==> config.mk <==
export PLATFORM = sky130hd
export DESIGN_NAME = stream_pkt_fifo
export DESIGN_NICKNAME = d
export VERILOG_FILES = /design/src/rtl/stream_pkt_fifo.sv
export SDC_FILE = /design/constraint.sdc
export NUM_CORES = 1
export LEC_CHECK = 0
export CORE_MARGIN = 5
export CORE_UTILIZATION = 60
export DETAILED_ROUTE_END_ITERATION = 6
export PLACE_DENSITY = 0.79
export SLEW_MARGIN = 20
export SYNTH_ARGS = -nofsm -noshare
export SYNTH_HDL_FRONTEND = slang
export SYNTH_SLANG_ARGS = --single-unit
==> constraint.sdc <==
create_clock -name clk -period 3.7 [get_ports clk]
set_input_delay 0.37 -clock clk [delete_from_list [all_inputs] [get_ports clk]]
set_output_delay 0.37 -clock clk [all_outputs]
set_load 0.005 [all_outputs]
==> src/rtl/stream_pkt_fifo.sv <==
// Store-and-forward packet FIFO: beats are released downstream only once the
// packet's last beat is stored, or in cut-through mode when the buffer is full
// without a complete packet (a packet longer than DEPTH would otherwise deadlock).
module stream_pkt_fifo #(
  parameter int T_DATA_WIDTH = 8,
  parameter int T_ID___WIDTH = 1,
  parameter int DEPTH        = 16
) (
  input  logic                         clk,
  input  logic                         rst_n,
  input  logic [T_DATA_WIDTH-1:0]      s_data_i,
  input  logic [T_ID___WIDTH-1:0]      s_id_i,
  input  logic                         s_last_i,
  input  logic                         s_valid_i,
  output logic                         s_ready_o,
  output logic [T_DATA_WIDTH-1:0]      m_data_o,
  output logic [T_ID___WIDTH-1:0]      m_id_o,
  output logic                         m_last_o,
  output logic                         m_valid_o,
  input  logic                         m_ready_i,
  output logic [$clog2(DEPTH+1)-1:0]   pkt_cnt_o
);

  localparam int AW = $clog2(DEPTH);
  localparam int EW = T_DATA_WIDTH + T_ID___WIDTH + 1;
  localparam int CW = $clog2(DEPTH+1);

  logic [EW-1:0] mem [DEPTH];
  logic [AW:0]   wr_ptr;
  logic [AW:0]   rd_ptr;
  logic [CW-1:0] pkt_cnt;
  logic          empty;
  logic          full;
  logic          wr;
  logic          rd;
  logic [EW-1:0] head;

  // Pointer MSB is the wrap flag: equal pointers mean empty, equal index with
  // opposite wrap flags means full.
  assign empty = (wr_ptr == rd_ptr);
  assign full  = (wr_ptr[AW] != rd_ptr[AW]) && (wr_ptr[AW-1:0] == rd_ptr[AW-1:0]);

  // A slot freed by a read only becomes writable after the edge (no write-through).
  assign s_ready_o = !full;
  assign wr        = s_valid_i && s_ready_o;

  // Present the head beat once a full packet is stored, or cut through when full.
  assign m_valid_o = !empty && ((pkt_cnt != '0) || full);
  assign rd        = m_valid_o && m_ready_i;

  // Show-ahead head beat; only changes when rd_ptr moves, so it holds under backpressure.
  assign head                          = mem[rd_ptr[AW-1:0]];
  assign {m_data_o, m_id_o, m_last_o}  = head;
  assign pkt_cnt_o                     = pkt_cnt;

  // Beat storage: data only, never reset.
  always_ff @(posedge clk) begin
    if (wr) begin
      mem[wr_ptr[AW-1:0]] <= {s_data_i, s_id_i, s_last_i};
    end
  end

  // Write and read pointers; reset discards everything stored, partial packets included.
  always_ff @(posedge clk or negedge rst_n) begin
    if (!rst_n) begin
      wr_ptr <= '0;
      rd_ptr <= '0;
    end else begin
      if (wr) wr_ptr <= wr_ptr + 1'b1;
      if (rd) rd_ptr <= rd_ptr + 1'b1;
    end
  end

  // Complete-packet count: a last beat in and a last beat out on one edge cancel.
  always_ff @(posedge clk or negedge rst_n) begin
    if (!rst_n) begin
      pkt_cnt <= '0;
    end else begin
      case ({wr && s_last_i, rd && m_last_o})
        2'b10:   pkt_cnt <= pkt_cnt + 1'b1;
        2'b01:   pkt_cnt <= pkt_cnt - 1'b1;
        default: pkt_cnt <= pkt_cnt;
      endcase
    end
  end

endmodule

# Word-level counts from Yosys, hierarchy flattened
# Memory sizes are Yosys's and may differ from the RTL's.
# Index checks and enable logic that the tools add are counted.
# classes
n_addsub,4
multipliers,0
n_div,0
order_cmp,0
eq_ne,5
n_shift,0
n_mux,3
n_bitwise,0
n_reduce_logical,11
# ops
operator,n
5-bit by 1-bit adder with 5-bit output (second input constant),3
5-bit case mux with 2 select lines,1
1-bit logical AND,6
5-bit == test,1
5-bit nonzero test,1
5-bit by 1-bit subtractor with 5-bit output (second input constant),1
4-bit == test,1
2-bit by 1-bit == test with 1-bit output (second input constant),1
2-bit == test (second input constant),1
1-bit zero test,2
1-bit 2-to-1 mux,2
2-bit nonzero test,1
1-bit logical OR,1
1-bit != test,1
# totals
ff_bits,15
latch_bits,0
ram_bits,160
mem_bits_ro,0
in_bits,14
out_inout_bits,17
elab_cells,27
n_memories,1
# memory_table
name,words,width,read_ports,rd_ports_with_merged_regs,wr,line_no,source
mem,16,10,1,0,1,28,logic [EW-1:0] mem [DEPTH];

# Logic depth before layout (Yosys ltp)
# Gate-level depths: netlist of run 1.
# logic_depth
depth_word,8
depth_mapped,12
ltp_nobuf,10

# Worst setup path before layout of run 1
# Ideal clock, no wire load.
# synth_path
kind,register to register
start,"register pkt_cnt[1], in the netlist pkt_cnt_o[1]"
end,"register pkt_cnt[4], in the netlist pkt_cnt_o[4]"
setup_ns,0.080
arrival_ns,2.733
path_slack_ns,0.887
stages_incl_launch_ff,11
path_buffers,0
period_less_slack_ns,2.813
cell_sequence,dfrtp_1 -> or4_4 -> o21ai_2 -> mux2i_4 -> and2_1 -> ha_1 -> fa_1 -> a21o_1 -> a21oi_1 -> mux2i_1 -> xnor2_1
# synth_between
elab_chain_len,7
# synth_rtl
element,line_no,source
"start, declared",31,logic [CW-1:0] pkt_cnt;
"start signal, assigned",80,2'b10: pkt_cnt <= pkt_cnt + 1'b1;
"start signal, assigned",81,2'b01: pkt_cnt <= pkt_cnt - 1'b1;
"start signal, assigned",82,default: pkt_cnt <= pkt_cnt;
5-bit nonzero test,48,assign m_valid_o = !empty && ((pkt_cnt != '0) || full);
1-bit logical OR,48,
1-bit logical AND,48,
1-bit logical AND,49,assign rd = m_valid_o && m_ready_i;
1-bit logical AND,79,"case ({wr && s_last_i, rd && m_last_o})"
2-bit by 1-bit == test with 1-bit output or 2-bit == test (tied branches),79,
5-bit case mux with 2 select lines or 2-bit nonzero test (tied branches),-,
# Several ways; a longest one is shown, not always the timed one.
# A chain may end at the register's enable or synchronous reset.

# Worst setup path in the final report of run 1
# layout_path
start,register rd_ptr[2]
end,output port m_data_o[7]
# layout_between
elab_chain_len,1
# layout_rtl
element,line_no,source
"start, declared",30,logic [AW:0] rd_ptr;
"start signal, assigned",70,if (rd) rd_ptr <= rd_ptr + 1'b1;
memory 16 x 10 bit,-,
"end, declared",16,"output logic [T_DATA_WIDTH-1:0] m_data_o,"
# No other way between the ends.

==> reports/qor.log, run 1 <==
INFO  timing         final_period_demand_of_the_worst_path=3.40ns
INFO  layout         num-fill-cells=694
INFO  global_routing grt_max_degree=41
INFO  worst_setup_path startpoint_type=register
INFO  worst_setup_path setup.worst_path.class=reg2out
INFO  global_routing grt_pass1_wl=21.0mm
INFO  cts            cts.sink_count=175
INFO  timing         max_clock_freq=0.294GHz
INFO  yosys          yosys.cell_count.top_type=sky130_fd_sc_hd__edfxtp_1
INFO  timing         finalHoldViolCount=0
INFO  timing         slew_headroom=24.2%
INFO  place          hpwl=8.30mm
INFO  global_routing globalRouteTotalUtil=20.2%
INFO  place          globalplace.congestion=0.777
INFO  timing         report.final.setup_viol=0
INFO  power          static-leakage-power=2.78nW
INFO  yosys          number_of_enable_type_register_cells_in_the_synthesized_netlist=160
INFO  cts            post_cts_resize_count=0
INFO  routing        num_vias=3569
INFO  yosys          synthesis.area_per_instance=19.7squm
INFO  cts            clk_pin_slew_worst_paths=0.07ns
INFO  layout         antenna-diode-count=0
INFO  yosys          yosysWarningCount=0
INFO  routing        route.detailed.drc=0
INFO  yosys          synth.net_count=394
INFO  yosys          mappedNetlistArea=7300squm
INFO  yosys          synth_top_flop_cell=sky130_fd_sc_hd__edfxtp_1
INFO  timing         rsz0062_at_grt=no
INFO  global_routing first_global_vias=3603
INFO  place          io_buffer_count=30
INFO  worst_setup_path critical_path_required=3.33ns
INFO  routing        avgRoutedWirePerCell=23.9um
INFO  cts            htree_levels=4
INFO  power          power_density=817nW/um^2
INFO  floorplanning  die_height=120um
INFO  job            max_cap_viol_count=0
INFO  min_path       hp-class=in2async
INFO  routing        routed_wl=13.5mm
INFO  routing        final_antenna_net_count=0
INFO  yosys          yosysSeqAreaShare=71.0%
INFO  yosys          synth.distinct_cells=43
INFO  timing         timing.clock.skew=0.00793ns
INFO  floorplanning  die_w=120um
INFO  cts            cts-root-to-sink-buffers=2
INFO  global_routing grt_overflow_total=0
INFO  layout         area_growth=14.0%
INFO  cts            clock_tree_from_tritoncts=built
INFO  layout         post_route_cells_drive_above_1_share=22.9%
INFO  timing         setup_total_negative_slack=0ns
INFO  cts            post-cts-setup-buffer-count=0
INFO  worst_setup_path setup.worst_path.end_class=output port
INFO  cts            cts-buffers-inserted=17
INFO  yosys          synth.top_cells.by_count=sky130_fd_sc_hd__edfxtp_1, sky130_fd_sc_hd__mux4_2, sky130_fd_sc_hd__dfrtp_1, sky130_fd_sc_hd__mux2i_1
INFO  power          ir_drop=419uV
INFO  yosys          netlist.area_leader.share=65.8%
INFO  floorplanning  floorplan.initialDensity=61.0%
INFO  yosys          synth_seq_cells=175
INFO  yosys          synth.largest_area_cell=sky130_fd_sc_hd__edfxtp_1
INFO  yosys          post_synth_main_area_contributors=sky130_fd_sc_hd__edfxtp_1, sky130_fd_sc_hd__mux4_2, sky130_fd_sc_hd__dfrtp_1
INFO  yosys          syn-instance-count=370
INFO  layout         fin_nets=431
INFO  floorplanning  placeable_core_area=12000squm
INFO  cts            clkLatencyLatePin=0.42ns
INFO  worst_setup_path worstPathMaxFanout=19
INFO  floorplanning  die_footprint=14500squm
INFO  yosys          async_reset_ff_share=8.57%
INFO  floorplanning  rows=40
INFO  routing        viasPerCell=6.31
INFO  floorplanning  pin_count=31
INFO  timing         final-max-slew-violation-count=0
INFO  cts            cts_hold_buf=0
INFO  layout         finish.instance_area=8320squm
INFO  global_routing antenna_violations_before_repair=0
INFO  timing         max_slew.worst_pin.slew=1.13ns
INFO  timing         finalCritPeriodShare=92.0%
INFO  worst_setup_path cp_data_arrival_time=3.03ns
INFO  routing        first_iter_violations=390
INFO  place          area_after_detailed_placement=7710squm
INFO  status         run_status=finished, final reports clean
INFO  cts            cell_at_the_root_of_the_clock_tree=sky130_fd_sc_hd__clkbuf_16
INFO  routing        first_pass_iters=5
-- kinds of logic after synthesis --
| family | after synthesis | share of synthesized area [%] |
|---|---|---|
| XOR/XNOR | 17 | 2.45 |
| multiplexers | 60 | 15.5 |
| adder cells (fa/ha/maj) | 10 | 1.82 |
| flip-flops | 175 | 71.0 |
| buffers and inverters | 24 | 2.38 |
| AND/OR/NAND/NOR | 46 | 3.36 |
| AO/OA/AOI/OAI | 38 | 3.48 |
-- critical path, stage by stage (launching register included) --
cell and delay, ns:
sky130_fd_sc_hd__dfrtp_1 0.63, sky130_fd_sc_hd__buf_4 0.40, sky130_fd_sc_hd__mux4_2 0.36, sky130_fd_sc_hd__nor2b_1 0.15
sky130_fd_sc_hd__a211oi_1 0.50, sky130_fd_sc_hd__a21oi_1 0.09, sky130_fd_sc_hd__clkdlybuf4s50_1 0.47
-- metal layers --
metal,track usage [%],share of wire [%],wire length [um],vias up
li1,-,-,-,1568
met2,32.9,52,6970,142
met4,5.88,1.3,182,0
met5,0,0,0,-
met1,27.4,41,5510,1844
met3,5.38,6.4,867,15
-- sequential cells by signal, summed over array words and instances (netlist names) --
signal	count
rd_ptr	5
wr_ptr	5
mem	160
pkt_cnt_o	5
-- area by class of cell --
| cell class | instances | area, sq um | area share (%) |
|---|---|---|---|
| inverters | 2 | 7.51 | 0.0902 |
| clock inverters | 14 | 180 | 2.17 |
| repair buffers | 40 | 388 | 4.66 |
| multi-input cells | 171 | 1950 | 23.5 |
| flip-flops and latches | 175 | 5180 | 62.3 |
| well taps | 147 | 184 | 2.21 |
| clock buffers | 17 | 425 | 5.11 |
-- placed cells by master (no fill, tap or decap), drive strengths merged, types with 3 or more instances in the layout --
cell type	Yosys	routed
a211oi	9	9
a21oi	15	15
buf	15	10
bufinv	0	3
clkbuf	7	17
clkdlybuf4s50	0	30
clkinv	0	4
dfrtp	15	15
edfxtp	160	160
ha	9	9
inv	2	7
mux2	4	4
mux2i	16	16
mux4	40	40
nand2	5	5
nand3	3	3
nand4	4	4
nor2	14	14
nor2b	10	10
nor3	4	4
o211ai	6	6
o21ai	5	5
xnor2	10	10
xor2	7	7
-- per-stage QoR --
| stage | hold WS [ns] | std cells | total power, mW | worst slack [ns] | util, % |
|---|---|---|---|---|---|
| CTS | 0.384 | 566 | 6.84 | 0.296 | 69.5 |
| finish | 0.381 | 566 | 6.80 | 0.297 | 69.6 |
| global placement | 0.523 | 535 | 4.95 | 0.504 | 64.4 |
| detailed placement | 0.533 | 535 | 5.03 | 0.393 | 64.4 |
| floorplan | 0.0744 | 370 | 4.33 | 0.887 | - |
| global route | 0.420 | 566 | 7.14 | 0.183 | 69.6 |
-- power breakdown --
| group | switching (mW) | internal, mW | total (mW) | leakage, nW |
|---|---|---|---|---|
| Sequential | 0.231 | 2.44 | 2.67 | 1.62 |
| Combinational | 1.13 | 1.19 | 2.32 | 0.870 |
| Clock | 0.743 | 1.07 | 1.81 | 0.292 |
| Total | 2.10 | 4.70 | 6.80 | 2.78 |
-- path summary, 6_finish.rpt --
check	startpoint	endpoint	slack (ns)	cells past startpoint
setup / recovery	rd_ptr[2]	m_data_o[7]	0.30	6
hold / removal	rst_n	rd_ptr[3]	0.38	1
setup reg to reg	rd_ptr[1]	pkt_cnt_o[4]	0.41	10
hold reg to reg	pkt_cnt_o[3]	pkt_cnt_o[3]	0.54	2
max in group asynchronous	rst_n	rd_ptr[0]	2.82	1
min in group clk	pkt_cnt_o[3]	pkt_cnt_o[3]	0.54	2
No activity file was read; power rests on OpenSTA's default activity.
==> run 2, diff against run 1 <==
Settings changed: ABC_AREA set to 0, GPL_TIMING_DRIVEN set to 1.
Clock period 3.7 ns to 3.2 ns, I/O delays scaled along.
==> run 2 against run 1 <==
  * Count of clock-buffer cells in the layout up 3
  * First-iteration DRC count up 12%
  * Register-to-register slack worse by 0.20 ns
  * Global-route usage up 0.63 points
  * Power up 14%
  * Cell area up 0.12%
  * Sequential power up 15%
  * Sequential share of layout area about the same
  * Clock power up 6%
  * Utilization up 0.084 points
  * Critical path type unchanged
  * Critical endpoint is now m_data_o[2]
  * Largest cell class unchanged
  * Highest routed layer unchanged
==> reports/qor.log, run 2 (same netlist as run 1, synthesis figures left out) <==
INFO  timing         final_period_demand_of_the_worst_path=3.00ns
INFO  worst_setup_path cp_cell_sequence=buf_12 > mux4_2 > nor2b_1 > a211oi_2 > a21oi_1 > clkdlybuf4s50_1
INFO  timing         finalCritPeriodShare=93.8%
INFO  layout         num-fill-cells=734
INFO  min_path       hp-class=in2async
INFO  cts            cts-root-to-sink-buffers=2
INFO  worst_setup_path setup.worst_path.class=reg2out
INFO  routing        final_antenna_net_count=0
INFO  worst_setup_path worstPathMaxFanout=29
INFO  routing        route.detailed.drc=0
INFO  place          io_buffer_count=30
INFO  global_routing antenna_violations_before_repair=0
INFO  worst_setup_path cp_data_arrival_time=2.68ns
INFO  routing        first_iter_violations=436
INFO  layout         fin_nets=438
INFO  floorplanning  die_w=120um
INFO  cts            cell_at_the_root_of_the_clock_tree=sky130_fd_sc_hd__clkbuf_16
INFO  cts            clock_tree_from_tritoncts=built
INFO  cts            cts.sink_count=175
INFO  worst_setup_path worstRegToRegCells=11
INFO  place          hpwl=8.64mm
INFO  global_routing first_global_vias=3629
INFO  timing         slew_headroom=30.2%
INFO  timing         setup_total_negative_slack=0ns
INFO  routing        avgRoutedWirePerCell=24.3um
INFO  worst_setup_path setup.worst_path.end_class=output port
INFO  timing         finalHoldViolCount=0
INFO  timing         final-max-slew-violation-count=0
INFO  worst_setup_path startpoint_type=register
INFO  routing        first_pass_iters=5
INFO  job            max_cap_viol_count=0
INFO  global_routing globalRouteTotalUtil=20.9%
INFO  cts            clkLatencyLatePin=0.41ns
INFO  worst_setup_path regToRegStartpoint=rd_ptr[1]
INFO  worst_setup_path critical-path-slowest-cell=sky130_fd_sc_hd__mux4_2
INFO  routing        viasPerCell=6.25
INFO  place          globalplace.congestion=0.791
INFO  timing         max_slew.worst_pin.slew=1.04ns
INFO  worst_setup_path critical_path.endpoint=m_data_o[2]
INFO  worst_setup_path reg2reg_slack=0.21ns
INFO  worst_setup_path origin_of_the_worst_setup_path=rd_ptr[0]
INFO  timing         rsz0062_at_grt=no
INFO  routing        routed_wl=13.9mm
INFO  power          p_total=7.77mW
INFO  layout         antenna-diode-count=0
INFO  global_routing grt_max_degree=30
INFO  floorplanning  pin_count=31
INFO  worst_setup_path critical_path_buf_inv_count=2
INFO  layout         most_frequent_cells_in_the_layout=sky130_fd_sc_hd__edfxtp_1, sky130_fd_sc_hd__mux4_2, sky130_fd_sc_hd__clkdlybuf4s50_1
INFO  worst_setup_path critPathTopFamily=buffers and inverters
INFO  timing         timing.hold.ws=0.349ns
INFO  layout         largest_register_ff_count=160
INFO  power          static-leakage-power=2.78nW
INFO  floorplanning  rows=40
INFO  layout         finish.instance_area=8330squm
INFO  cts            clk_pin_slew_worst_paths=0.06ns
INFO  worst_setup_path critical_path_depth=6
INFO  routing        num_vias=3590
INFO  worst_setup_path crit_path_max_incr_delay=0.53ns
INFO  global_routing grt_pass1_wl=21.8mm
INFO  status         run_status=finished, final reports clean
INFO  place          area_after_detailed_placement=7760squm
INFO  worst_setup_path worst_r2r_endpoint=pkt_cnt_o[4]
INFO  floorplanning  die_height=120um
INFO  floorplanning  placeable_core_area=12000squm
INFO  cts            cts-buffers-inserted=17
INFO  worst_setup_path critical_path_required=2.88ns
INFO  floorplanning  die_footprint=14500squm
INFO  timing         max_clock_freq=0.333GHz
INFO  global_routing grt_overflow_total=0
INFO  layout         area_growth=14.1%
INFO  layout         mostFrequentLayoutCell=sky130_fd_sc_hd__edfxtp_1
INFO  timing         timing.clock.skew=0.00657ns
INFO  power          ir_drop=472uV
INFO  power          power_density=932nW/um^2
INFO  timing         report.final.setup_viol=0
INFO  floorplanning  floorplan.initialDensity=61.0%
INFO  cts            htree_levels=4
INFO  layout         post_route_cells_drive_above_1_share=24.6%
[run 2: cell count changes in the layout (fill, tap and decap cells not counted)]
cell,previous run,this run
sky130_fd_sc_hd__buf_4,9,16
sky130_fd_sc_hd__a211oi_1,8,5
sky130_fd_sc_hd__a211oi_2,1,4
sky130_fd_sc_hd__clkbuf_1,0,3
sky130_fd_sc_hd__bufinv_16,3,1
sky130_fd_sc_hd__dfrtp_1,14,12
sky130_fd_sc_hd__dfrtp_2,1,3
sky130_fd_sc_hd__inv_8,2,0
sky130_fd_sc_hd__clkinv_1,1,2
sky130_fd_sc_hd__clkinvlp_4,2,3
[run 2: layout make-up]
type / count / area, sq um / area share (%)
Clock buffer: 20 / 437 / 5.24
Clock inverter: 12 / 109 / 1.31
Inverter: 2 / 7.51 / 0.0901
Multi-Input combinational cell: 171 / 1970 / 23.6
Sequential cell: 175 / 5180 / 62.2
Tap cell: 147 / 184 / 2.21
Timing Repair Buffer: 47 / 440 / 5.29
[run 2: worst reg2reg max path: cells and delay by family, from the launching register on]
kind                     cells  cell delay (ns)
adder cells (fa/ha/maj)      2             0.59
XOR/XNOR                     2             0.28
AO/OA/AOI/OAI                2             0.36
AND/OR/NAND/NOR              2             0.46
flip-flops                   1             0.49
multiplexers                 2             0.54
buffers and inverters        1             0.19
[run 2: worst min path at each step]
stage                       startpoint           end  slack, ns
after floorplan                  rst_n  pkt_cnt_o[0]       0.02
after global placement    pkt_cnt_o[3]  pkt_cnt_o[3]       0.53
after detailed placement  pkt_cnt_o[3]  pkt_cnt_o[3]       0.55
after CTS                        rst_n     wr_ptr[0]       0.35
after global routing             rst_n     wr_ptr[0]       0.41
final                            rst_n     wr_ptr[1]       0.35
[run 2: where the power goes]
group          switching [mW]  internal [mW]  leakage [nW]
Combinational            1.36           1.44         0.908
Clock                   0.834           1.07         0.256
Sequential              0.240           2.82          1.62
[run 2: through the flow]
stage               cells  worst slack, ns  util [%]
global placement      542            0.267      64.9
floorplan             370            0.387         -
CTS                   574          0.00114      69.5
detailed placement    542            0.109      64.9
finish                574            0.198      69.6
global route          574           0.0294      69.6
[run 2: metal layers]
metal  vias to the layer above  share of wire [%]  GRT usage, %  wire [um]
met2                       104                 50          32.9       6970
met1                      1879                 45          29.7       6240
met4                         0                1.2          6.87        173
met5                         -                  0             0          0
li1                       1591                  -             -          -
met3                        16                3.9          4.40        546
[run 2: repair_timing]
action                     4_1_cts  5_1_grt
pin swaps                        0        0
buffers inserted                 0        0
hold buffers                     0        0
setup endpoints to repair        1        5
resized for setup                1        4
==> run 3, diff against run 2 <==
Settings changed: ABC_AREA 0 to 1.
==> run 3 against run 2 <==
  * Routed wire length up 19%
  * Die area up 2.2%
  * Count of clock-buffer cells in the layout down 1
  * Critical endpoint is now m_data_o[3]
  * Highest routed layer unchanged
==> reports/qor.log, run 3 <==
INFO  cts            cts-buffers-inserted=17
INFO  yosys          synthesis.area_per_instance=11.4squm
INFO  yosys          synth_seq_cells=175
INFO  floorplanning  die_footprint=14800squm
INFO  yosys          post_synth_xor_area_fraction=1.17%
INFO  timing         finalCritPeriodShare=92.6%
INFO  timing         timing.hold.ws=0.310ns
INFO  global_routing first_global_vias=4916
INFO  yosys          yosys.cell_count.top_type=sky130_fd_sc_hd__edfxtp_1
INFO  timing         report.final.setup_viol=0
INFO  routing        first_iter_violations=652
INFO  place          globalplace.congestion=0.866
INFO  routing        viasPerCell=5.85
INFO  yosys          compound_cell_area_share_of_the_yosys_netlist=8.44%
INFO  routing        route.detailed.drc=0
INFO  global_routing antenna_violations_before_repair=0
INFO  cts            clk_pin_slew_worst_paths=0.06ns
INFO  worst_setup_path cp_data_arrival_time=2.64ns
INFO  layout         fin_nets=725
INFO  cts            cts-root-to-sink-buffers=2
INFO  yosys          synth.net_count=679
INFO  power          p_total=7.85mW
INFO  status         run_status=finished, final reports clean
INFO  yosys          main_combinational_cell_family_by_area_after_synthesis=simple AND/OR/NAND/NOR gates
INFO  routing        final_antenna_net_count=0
INFO  job            max_cap_viol_count=0
INFO  cts            clock_tree_from_tritoncts=built
INFO  yosys          synthSimpleGateAreaFrac=15.2%
INFO  layout         most_frequent_cells_in_the_layout=sky130_fd_sc_hd__edfxtp_1, sky130_fd_sc_hd__nor2_1, sky130_fd_sc_hd__nand2_1
INFO  timing         timing.clock.skew=0.00814ns
INFO  routing        routed_wl=16.5mm
INFO  floorplanning  die_w=122um
INFO  cts            post-cts-setup-buffer-count=0
INFO  yosys          synth.distinct_cells=28
INFO  global_routing grt_pass1_wl=26.2mm
INFO  power          static-leakage-power=3.19nW
INFO  timing         finalHoldViolCount=0
INFO  yosys          synth-adder-area-share=1.77%
INFO  routing        first_pass_iters=5
INFO  floorplanning  rows=40
INFO  yosys          netlist.area_leader.share=64.3%
INFO  yosys          syn-instance-count=655
INFO  min_path       hp-class=in2async
INFO  layout         sequential_cell_area=5180squm
INFO  layout         largest_register_ff_count=160
INFO  timing         rsz0062_at_grt=no
INFO  layout         num-fill-cells=828
INFO  yosys          muxShareOfSynthArea=0%
INFO  worst_setup_path critical_path_required=2.88ns
INFO  place          hpwl=10.5mm
INFO  global_routing globalRouteTotalUtil=23.5%
INFO  routing        num_vias=5160
INFO  timing         max_slew.worst_pin.slew=0.687ns
INFO  layout         area_growth=15.2%
INFO  place          io_buffer_count=30
INFO  power          ir_drop=602uV
INFO  floorplanning  die_height=122um
INFO  floorplanning  placeable_core_area=12100squm
INFO  cts            cell_at_the_root_of_the_clock_tree=sky130_fd_sc_hd__clkbuf_16
INFO  yosys          synth.largest_area_cell=sky130_fd_sc_hd__edfxtp_1
INFO  yosys          yosysSeqAreaShare=69.3%
INFO  timing         setup_total_negative_slack=0ns
INFO  layout         mostFrequentLayoutCell=sky130_fd_sc_hd__edfxtp_1
INFO  worst_setup_path worstPathMaxFanout=48
INFO  global_routing grt_max_degree=49
INFO  yosys          number_of_enable_type_register_cells_in_the_synthesized_netlist=160
INFO  cts            cts.sink_count=175
INFO  layout         post_route_cells_drive_above_1_share=10.6%
INFO  worst_setup_path setup.worst_path.end_class=output port
INFO  floorplanning  floorplan.initialDensity=61.7%
INFO  global_routing grt_overflow_total=0
INFO  timing         max_clock_freq=0.337GHz
INFO  layout         antenna-diode-count=0
INFO  worst_setup_path setup.worst_path.class=reg2out
INFO  routing        avgRoutedWirePerCell=18.7um
INFO  yosys          post_synth_main_area_contributors=sky130_fd_sc_hd__edfxtp_1, sky130_fd_sc_hd__nor2_1, sky130_fd_sc_hd__nand2_1
INFO  layout         non_filler_instances=882
INFO  cts            htree_levels=4
INFO  yosys          mappedNetlistArea=7470squm
INFO  worst_setup_path startpoint_type=register
INFO  layout         multiInputGateArea=1990squm
INFO  timing         final-max-slew-violation-count=0
INFO  yosys          yosysWarningCount=0
INFO  yosys          synth_top_flop_cell=sky130_fd_sc_hd__edfxtp_1
INFO  timing         final_period_demand_of_the_worst_path=2.96ns
INFO  yosys          synth.top_cells.by_count=sky130_fd_sc_hd__edfxtp_1, sky130_fd_sc_hd__nor2_1, sky130_fd_sc_hd__nand2_1
INFO  floorplanning  pin_count=31
INFO  timing         slew_headroom=54.1%
INFO  place          placed_cells=850
INFO  power          power_density=912nW/um^2
INFO  cts            clkLatencyLatePin=0.43ns
INFO  yosys          async_reset_ff_share=8.57%
run 3: cell count changes in the layout (fill, tap and decap cells not counted), sizes merged, moves of 9 or more:
cell    before  now
a21oi       15    2
o22ai        0   10
nor2        14  120
a211oi       9    0
mux2i       16    0
inv          5   38
nand3        3   31
o211ai       6   19
o21ai        5   83
mux4        40    0
nor2b       10    0
buf         17   29
nand2        5  123
run 3: final timing paths:
check / start / to / slack, ns / cells past startpoint
setup reg to reg: rd_ptr[1] / pkt_cnt_o[3] / 0.28 / 15
hold / removal: rst_n / wr_ptr[0] / 0.31 / 1
max in group asynchronous: rst_n / rd_ptr[0] / 2.40 / 1
min in group clk: wr_ptr[4] / wr_ptr[4] / 0.55 / 2
hold reg to reg: wr_ptr[4] / wr_ptr[4] / 0.55 / 2
setup / recovery: rd_ptr[0] / m_data_o[3] / 0.24 / 8
run 3: layout make-up:
cell class / instances / share of cell area [%]
flip-flops and latches: 175 / 60.2
clock inverters: 13 / 1.43
inverters: 38 / 1.72
repair buffers: 59 / 6.02
clock buffers: 19 / 5.03
well taps: 168 / 2.44
multi-input cells: 410 / 23.1
run 3: power by group:
group          internal [mW]  switching, mW
clock                   1.13          0.801
sequential              2.78          0.208
combinational           1.13           1.79
run 3: cells by family (layout without fill, tap and decap cells):
group,after synthesis,count (layout)
AO/OA/AOI/OAI,114,114
adder cells (fa/ha/maj),10,10
AND/OR/NAND/NOR,276,276
buffers and inverters,70,129
XOR/XNOR,10,10
flip-flops,175,175
run 3: what timing repair did:
item | CTS | global route
resized for setup | 0 | 1
endpoints found under the setup margin | 0 | 1
hold buffers | 0 | 0
run 3: worst max-delay path: stages, from the launching register on:
cell and delay [ns]:
sky130_fd_sc_hd__dfrtp_2 0.51, sky130_fd_sc_hd__buf_4 0.49, sky130_fd_sc_hd__o21ai_0 0.20, sky130_fd_sc_hd__o22ai_1 0.20
sky130_fd_sc_hd__nand2_1 0.09, sky130_fd_sc_hd__nand2_1 0.10, sky130_fd_sc_hd__inv_1 0.06, sky130_fd_sc_hd__nand2_1 0.07
sky130_fd_sc_hd__clkdlybuf4s50_1 0.50
run 3: metal layers:
| layer | vias up | global-route usage (%) | share of wire [%] |
|---|---|---|---|
| li1 | 2358 | - | - |
| met1 | 2501 | 31.6 | 40 |
| met2 | 266 | 38.6 | 50 |
| met3 | 35 | 5.52 | 8.2 |
| met4 | 0 | 7.35 | 1.9 |
| met5 | - | 0 | 0 |
run 3: through the flow:
step                      setup WS [ns]  instance area [sq um]  util, %
after floorplan                   0.788                   7470        -
after global placement            0.416                   8050     66.4
after detailed placement          0.262                   8050     66.4
after CTS                         0.226                   8600     71.0
after global routing             0.0266                   8600     71.0
final                             0.235                   8600     71.0
